## src/rtl/adder_arbiter_pkg.sv

```systemverilog
// Shared types and defaults for the adder arbiter slice.
//   DEFAULT_*  : default parameter values used by adder_arbiter
//   ADD_W      : adder result width (operand width + 1, no truncation)
//   ID_W       : requester id width for the default requester count
//   rsp_t      : one response entry {requester id, signed sum}
//   id_width() : id width for any requester count (at least 1 bit)
package adder_arbiter_pkg;

  localparam int DEFAULT_N_REQ     = 4;
  localparam int DEFAULT_DW        = 4;
  localparam int DEFAULT_ADD_LAT   = 1;
  localparam int DEFAULT_RSP_DEPTH = 4;

  function automatic int id_width(input int n_req);
    return (n_req > 1) ? $clog2(n_req) : 1;
  endfunction

  localparam int ADD_W = DEFAULT_DW + 1;
  localparam int ID_W  = id_width(DEFAULT_N_REQ);

  typedef struct packed {
    logic [ID_W-1:0]         id;
    logic signed [ADD_W-1:0] c;
  } rsp_t;

endpackage

```

## src/rtl/adder_rsp_fifo.sv

```systemverilog
// Synchronous response FIFO holding {id, sum} entries.
//   clk, rst_n   : clock, asynchronous active-low reset
//   push, wdata  : write strobe and entry (ignored when full)
//   pop          : read strobe (ignored when empty)
//   rdata        : head entry, all zeros while empty
//   empty, full  : occupancy flags
//   count        : number of stored entries, 0..DEPTH
// Pointers wrap modulo DEPTH, so non-power-of-two depths work.
module adder_rsp_fifo
  import adder_arbiter_pkg::*;
#(
  parameter type entry_t = rsp_t,
  parameter int  DEPTH   = DEFAULT_RSP_DEPTH
) (
  input  logic                         clk,
  input  logic                         rst_n,
  input  logic                         push,
  input  entry_t                       wdata,
  input  logic                         pop,
  output entry_t                       rdata,
  output logic                         empty,
  output logic                         full,
  output logic [$clog2(DEPTH+1)-1:0]   count
);

  localparam int PTR_W = (DEPTH > 1) ? $clog2(DEPTH) : 1;
  localparam int CNT_W = $clog2(DEPTH+1);

  entry_t           mem [DEPTH];
  logic [PTR_W-1:0] wr_ptr;
  logic [PTR_W-1:0] rd_ptr;
  logic             do_push;
  logic             do_pop;

  assign empty   = (count == '0);
  assign full    = (count == CNT_W'(DEPTH));
  assign do_push = push && !full;
  assign do_pop  = pop && !empty;
  assign rdata   = empty ? '0 : mem[rd_ptr];

  function automatic logic [PTR_W-1:0] next_ptr(input logic [PTR_W-1:0] p);
    return (p == PTR_W'(DEPTH-1)) ? '0 : p + PTR_W'(1);
  endfunction

  // NOTE: sequential state uses non-blocking assignments so every register
  // samples the pre-edge values, independent of block ordering.
  always_ff @(posedge clk or negedge rst_n) begin
    if (!rst_n) begin
      wr_ptr <= '0;
      rd_ptr <= '0;
      count  <= '0;
    end else begin
      if (do_push) wr_ptr <= next_ptr(wr_ptr);
      if (do_pop)  rd_ptr <= next_ptr(rd_ptr);
      case ({do_push, do_pop})
        2'b10:   count <= count + CNT_W'(1);
        2'b01:   count <= count - CNT_W'(1);
        default: ;
      endcase
    end
  end

  // NOTE: storage is deliberately not reset; the pointers and count define
  // which entries are live, and rdata is forced to zero while empty.
  always_ff @(posedge clk) begin
    if (do_push) mem[wr_ptr] <= wdata;
  end

endmodule

```

## src/rtl/adder_arbiter.sv

```systemverilog
// Round-robin arbiter sharing one registered signed adder among N_REQ
// requesters, returning {id, sum} through a credit-controlled FIFO.
//   clk, reset           : clock, asynchronous active-low reset
//   req_valid/req_ready  : per-requester handshake (ready is one-hot or zero)
//   req_a, req_b         : packed signed operands, slice i = requester i
//   add_en, add_a, add_b : registered issue to the shared adder
//   add_c                : adder result, valid ADD_LAT clocks after add_en
//   rsp_valid/rsp_ready  : response handshake, rsp_id/rsp_c show the head
//   busy                 : any op issued, in the adder or buffered
// Every issue consumes a credit and every pop returns one, so the number of
// ops in flight plus buffered never exceeds the FIFO depth.
module adder_arbiter
  import adder_arbiter_pkg::*;
#(
  parameter int N_REQ     = DEFAULT_N_REQ,
  parameter int DW        = DEFAULT_DW,
  parameter int ADD_LAT   = DEFAULT_ADD_LAT,
  parameter int RSP_DEPTH = DEFAULT_RSP_DEPTH
) (
  input  logic                          clk,
  input  logic                          reset,
  input  logic [N_REQ-1:0]              req_valid,
  output logic [N_REQ-1:0]              req_ready,
  input  logic [N_REQ*DW-1:0]           req_a,
  input  logic [N_REQ*DW-1:0]           req_b,
  output logic [DW-1:0]                 add_a,
  output logic [DW-1:0]                 add_b,
  output logic                          add_en,
  input  logic signed [DW:0]            add_c,
  output logic                          rsp_valid,
  input  logic                          rsp_ready,
  output logic [id_width(N_REQ)-1:0]    rsp_id,
  output logic signed [DW:0]            rsp_c,
  output logic                          busy
);

  localparam int SUM_W  = DW + 1;
  localparam int IDW    = id_width(N_REQ);
  localparam int CRED_W = $clog2(RSP_DEPTH+1);

  typedef struct packed {
    logic [IDW-1:0]          id;
    logic signed [SUM_W-1:0] c;
  } entry_t;

  logic [IDW-1:0]              rr_ptr;
  logic [CRED_W-1:0]           credits;
  logic                        grant_vld;
  logic [IDW-1:0]              grant_id;
  logic                        issue;
  logic [IDW-1:0]              iss_id;
  logic [ADD_LAT-1:0]          tag_vld;
  logic [ADD_LAT-1:0][IDW-1:0] tag_id;
  logic                        rsp_pop;
  entry_t                      fifo_wdata;
  entry_t                      fifo_rdata;
  logic                        fifo_empty;
  logic                        fifo_full_unused;
  logic [CRED_W-1:0]           fifo_count;

  // Round-robin search: scan offsets from the highest down so the lowest
  // offset from rr_ptr with a valid request is the one left standing.
  // NOTE: combinational blocks use blocking assignments and give every
  // output a default first, so no latch can be inferred.
  always_comb begin
    grant_vld = 1'b0;
    grant_id  = '0;
    if (reset && credits != '0) begin
      for (int off = N_REQ-1; off >= 0; off--) begin
        if (req_valid[(int'(rr_ptr) + off) % N_REQ]) begin
          grant_vld = 1'b1;
          grant_id  = IDW'((int'(rr_ptr) + off) % N_REQ);
        end
      end
    end
  end

  assign issue     = grant_vld;
  assign req_ready = grant_vld ? (N_REQ'(1) << grant_id) : '0;
  assign rsp_pop   = rsp_valid && rsp_ready;

  // The registered add_en stage feeds the first tag stage, so the last tag
  // stage lines up with add_c from an adder that registers ADD_LAT times.
  always_ff @(posedge clk or negedge reset) begin
    if (!reset) begin
      rr_ptr  <= '0;
      credits <= CRED_W'(RSP_DEPTH);
      add_en  <= 1'b0;
      add_a   <= '0;
      add_b   <= '0;
      iss_id  <= '0;
      tag_vld <= '0;
      tag_id  <= '0;
    end else begin
      add_en <= issue;
      iss_id <= grant_id;
      add_a  <= issue ? req_a[int'(grant_id)*DW +: DW] : '0;
      add_b  <= issue ? req_b[int'(grant_id)*DW +: DW] : '0;
      if (issue) begin
        rr_ptr <= (int'(grant_id) == N_REQ-1) ? '0 : grant_id + IDW'(1);
      end

      tag_vld[0] <= add_en;
      tag_id[0]  <= iss_id;
      for (int s = 1; s < ADD_LAT; s++) begin
        tag_vld[s] <= tag_vld[s-1];
        tag_id[s]  <= tag_id[s-1];
      end

      case ({issue, rsp_pop})
        2'b10:   credits <= credits - CRED_W'(1);
        2'b01:   credits <= credits + CRED_W'(1);
        default: ;
      endcase
    end
  end

  assign fifo_wdata.id = tag_id[ADD_LAT-1];
  assign fifo_wdata.c  = add_c;

  // Credits guarantee a free slot for every result leaving the tag pipe,
  // so full never gates a push in practice.
  adder_rsp_fifo #(
    .entry_t (entry_t),
    .DEPTH   (RSP_DEPTH)
  ) u_rsp_fifo (
    .clk   (clk),
    .rst_n (reset),
    .push  (tag_vld[ADD_LAT-1]),
    .wdata (fifo_wdata),
    .pop   (rsp_pop),
    .rdata (fifo_rdata),
    .empty (fifo_empty),
    .full  (fifo_full_unused),
    .count (fifo_count)
  );

  assign rsp_valid = !fifo_empty;
  assign rsp_id    = fifo_rdata.id;
  assign rsp_c     = fifo_rdata.c;
  assign busy      = add_en || (|tag_vld) || (fifo_count != '0);

endmodule

```

## config.mk

```make
export PLATFORM = sky130hd
export DESIGN_NAME = adder_arbiter
export DESIGN_NICKNAME = d
export VERILOG_FILES = /design/src/rtl/adder_arbiter_pkg.sv /design/src/rtl/adder_rsp_fifo.sv /design/src/rtl/adder_arbiter.sv
export SDC_FILE = /design/constraint.sdc
export NUM_CORES = 1
export LEC_CHECK = 0
export ABC_AREA = 1
export ABC_CLOCK_PERIOD_IN_PS = 4000
export BUFFER_PORTS_ARGS = -buffer_cell sky130_fd_sc_hd__buf_2
export CORE_UTILIZATION = 55
export DETAILED_ROUTE_END_ITERATION = 7
export MAX_ROUTING_LAYER = met4
export PLACE_DENSITY = 0.92
export SYNTH_ARGS = -nofsm -noshare
export SYNTH_HDL_FRONTEND = slang
export SYNTH_SLANG_ARGS = --single-unit
```

## constraint.sdc

```tcl
create_clock -name clk -period 4 [get_ports clk]
set_clock_uncertainty 0.1 [all_clocks]
set_input_delay 0.2 -clock clk [delete_from_list [all_inputs] [get_ports clk]]
set_output_delay 0.2 -clock clk [all_outputs]
set_load 0.005 [all_outputs]
```

==> metrics.yaml <==
sta:
  finalSetupViolations: 0
  worst_slew_pin_slew_ns: 0.6879
  finalCritPeriodShare: 0.7985
  period_minus_slack_ns: 3.194
  totalNegativeSetupSlack_ns: 0
  relSlewSlack: 0.5389
  grt_setup_unrepaired: "false"
  drv_slew: 0
  final_hold_viol_count: 0
  fmax_ghz: 0.3131
global_route:
  grt.total_usage: 0.2350
  grt_max_degree: 28
  antenna_found_initial: 0
  grtUsageMet1: 0.2648
  grt_pass1_vias: 2143
  use_met2: 0.4144
  grt_use_met3: 0.05285
  overflow: 0
  grt_pass1_wl_um: 9363
  grt.busiest_layer: "met2"
cts:
  cts_tree: "built"
  path_clk_slew_ns: 0.09
  h-tree-depth: 2
  clk_latency_ns: 0.30
  clock_path_buffers: 2
  cts_setup_buffers: 0
  cts-buffers-inserted: 5
  clkSinkCount: 54
  clockRootBuffer: "clkbuf_8"
finish:
  syn_to_final_growth_pct: 16.83
  final_common_cell: "buf_2"
  final_area_um2: 3369
  final_cell_count_no_fill: 452
  fin_nets: 441
  final_core_util: 0.6905
  final_cell_mix: "65 x buf_2, 59 x inv_1, 40 x nor2_1"
  num_antenna_cells: 0
  drive_gt1_frac: 0.2494
critical_path:
  setup.worst_path.end_class: "primary output"
  critPathMaxFanout: 27
  crit_chain: "dlygate4sd3_1 -> buf_2 -> o31a_1 -> buf_4 -> nand2_1 -> a21oi_4 -> inv_2 -> ha_1 -> inv_1 -> nor2_1 -> buf_2"
  critPathSlowestCell: "dlygate4sd3_1"
  crit_type: "primary input to primary output"
  arrival_ns: 2.89
  cp.required_ns: 3.70
  cpPeakStageDelay_ns: 0.51
  critPathLaunchType: "primary input"
  cp_common_cell: "buf_2"
floorplanning:
  ioPinCount: 66
  die_w_um: 74.42
  start_util: 0.5910
  num_rows: 25
  die_h_um: 74.42
  core_um2: 4880
  die_area_um2: 5538
routing:
  first_iter_violations: 127
  drt-total-wl_um: 6007
  vias: 2385
  final_antenna_net_count: 0
  wl_per_cell_um: 13.29
  firstDrtPassIters: 4
  drcViolationCount: 0
  viasPerCell: 5.277
synth:
  syn_nets: 376
  yosysWarnings: 0
  synth.avg_cell_area_um2: 9.041
  ys_types: 30
  yosysSeqAreaShare: 0.5176
  yosys.area.top_type_share: 0.2915
  yosysTopAreaCell: "edfxtp_1"
  synth_area_leaders: "edfxtp_1 29%, dfrtp_1 22%, inv_1 7.7%, nor2_1 5.2%, ha_1 4.8%"
  syn_inst: 319
  syn-cell-area_um2: 2884
  synth_seq_cells: 54
status:
  outcome: "completed"
power:
  power_density_nw_per_um2: 736.9
  vdd_ir_drop_max_uv: 321.0
  leakagePower_nw: 1.663
place:
  dpl_cell_area_um2: 3239
  hpwlAfterDp_um: 4275
  port_buffers: 65
  gp_congestion: 0.8084
  post-place-cells: 441
run:
  drv_cap: 0
worst_hold_path:
  min_path_type: "primary input to flip-flop"
final cells by class:
type / count / area [um2]
flip-flops and latches: 54 / 1493
inverters: 63 / 239.0
clock inverters: 2 / 17.52
repair buffers: 69 / 362.8
fillers: 360 / 1510
clock buffers: 6 / 82.58
well taps: 67 / 83.83
multi-input cells: 191 / 1091
synth_stat cells, drive strengths merged:
cell type and instances:
o31a 1, clkbuf 5, nand4 16, mux2 1, nor3 1, ha 11
a31oi 1, edfxtp 28, inv 63, o21ai 25, nand3 26, dfstp 1
nand2 42, nor2 40, nand3b 1, dfrtp 25, a21oi 19, xnor2 5
fa 2, buf 6
registers in the layout, indices dropped and copies added, names as in the netlist:
register           flops
tag_id                 2
add_en                 1
u_rsp_fifo.mem        28
add_b                  4
add_a                  4
u_rsp_fifo.rd_ptr      2
credits                3
iss_id                 2
u_rsp_fifo.wr_ptr      2
u_rsp_fifo.count       3
rr_ptr                 2
tag_vld                1
power breakdown:
part           total [mW]  leakage [nW]  switching [mW]  internal [mW]
Combinational        1.22          1.03           0.769          0.452
Clock               0.317        0.0514           0.175          0.143
Sequential          0.944         0.581           0.146          0.798
kinds of logic (layout without fill, tap and decap cells):
family	Yosys count	in the layout	synth area share
buffers and inverters	74	140	0.1041
multiplexers	1	1	0.003904
AO/OA/AOI/OAI	46	46	0.08677
flip-flops	54	54	0.5176
XOR/XNOR	5	5	0.01518
AND/OR/NAND/NOR	126	126	0.2108
adder cells (fa/ha/maj)	13	13	0.06161
what timing repair did:
item / in CTS / in global routing
resized for setup: 0 / 0
hold endpoints to repair: 29 / 4
hold buffers: 2 / 1
setup endpoints to repair: 0 / 0
worst paths after layout:
path,startpoint,to,slack [ns],cells past startpoint
min in group asynchronous,reset,u_rsp_fifo.rd_ptr[1],0.32,2
hold reg to reg,iss_id[1],tag_id[1],0.26,0
hold / removal,add_c[0],u_rsp_fifo.mem[3][0],0.005,1
setup reg to reg,rr_ptr[0],credits[2],1.24,11
setup / recovery,reset,req_ready[1],0.81,11
max in group asynchronous,reset,tag_id[1],3.09,2
critical path, delay by kind of cell:
kind / cells / cell delay [ns]
simple gates: 2 / 0.17
compound gates: 2 / 0.61
fa+ha+maj: 1 / 0.24
buf+inv: 6 / 1.64
metal layers:
metal / wire length [um] / vias up
met5: 0 / -
met4: 33 / 0
met3: 456 / 6
met2: 3145 / 128
met1: 2373 / 1087
li1: - / 1164
through the flow:
stage	worst slack [ns]	hold slack [ns]	power (mW)
3_5_place_dp	1.270	0.1335	2.152
4_1_cts	0.8011	0.0004516	2.480
2_1_floorplan	1.605	-0.1956	1.809
6_report	0.8060	0.005315	2.483
5_1_grt	0.5810	0.001439	2.680
3_3_place_gp	1.388	0.1218	2.082
(Power assumes the default switching activity.)
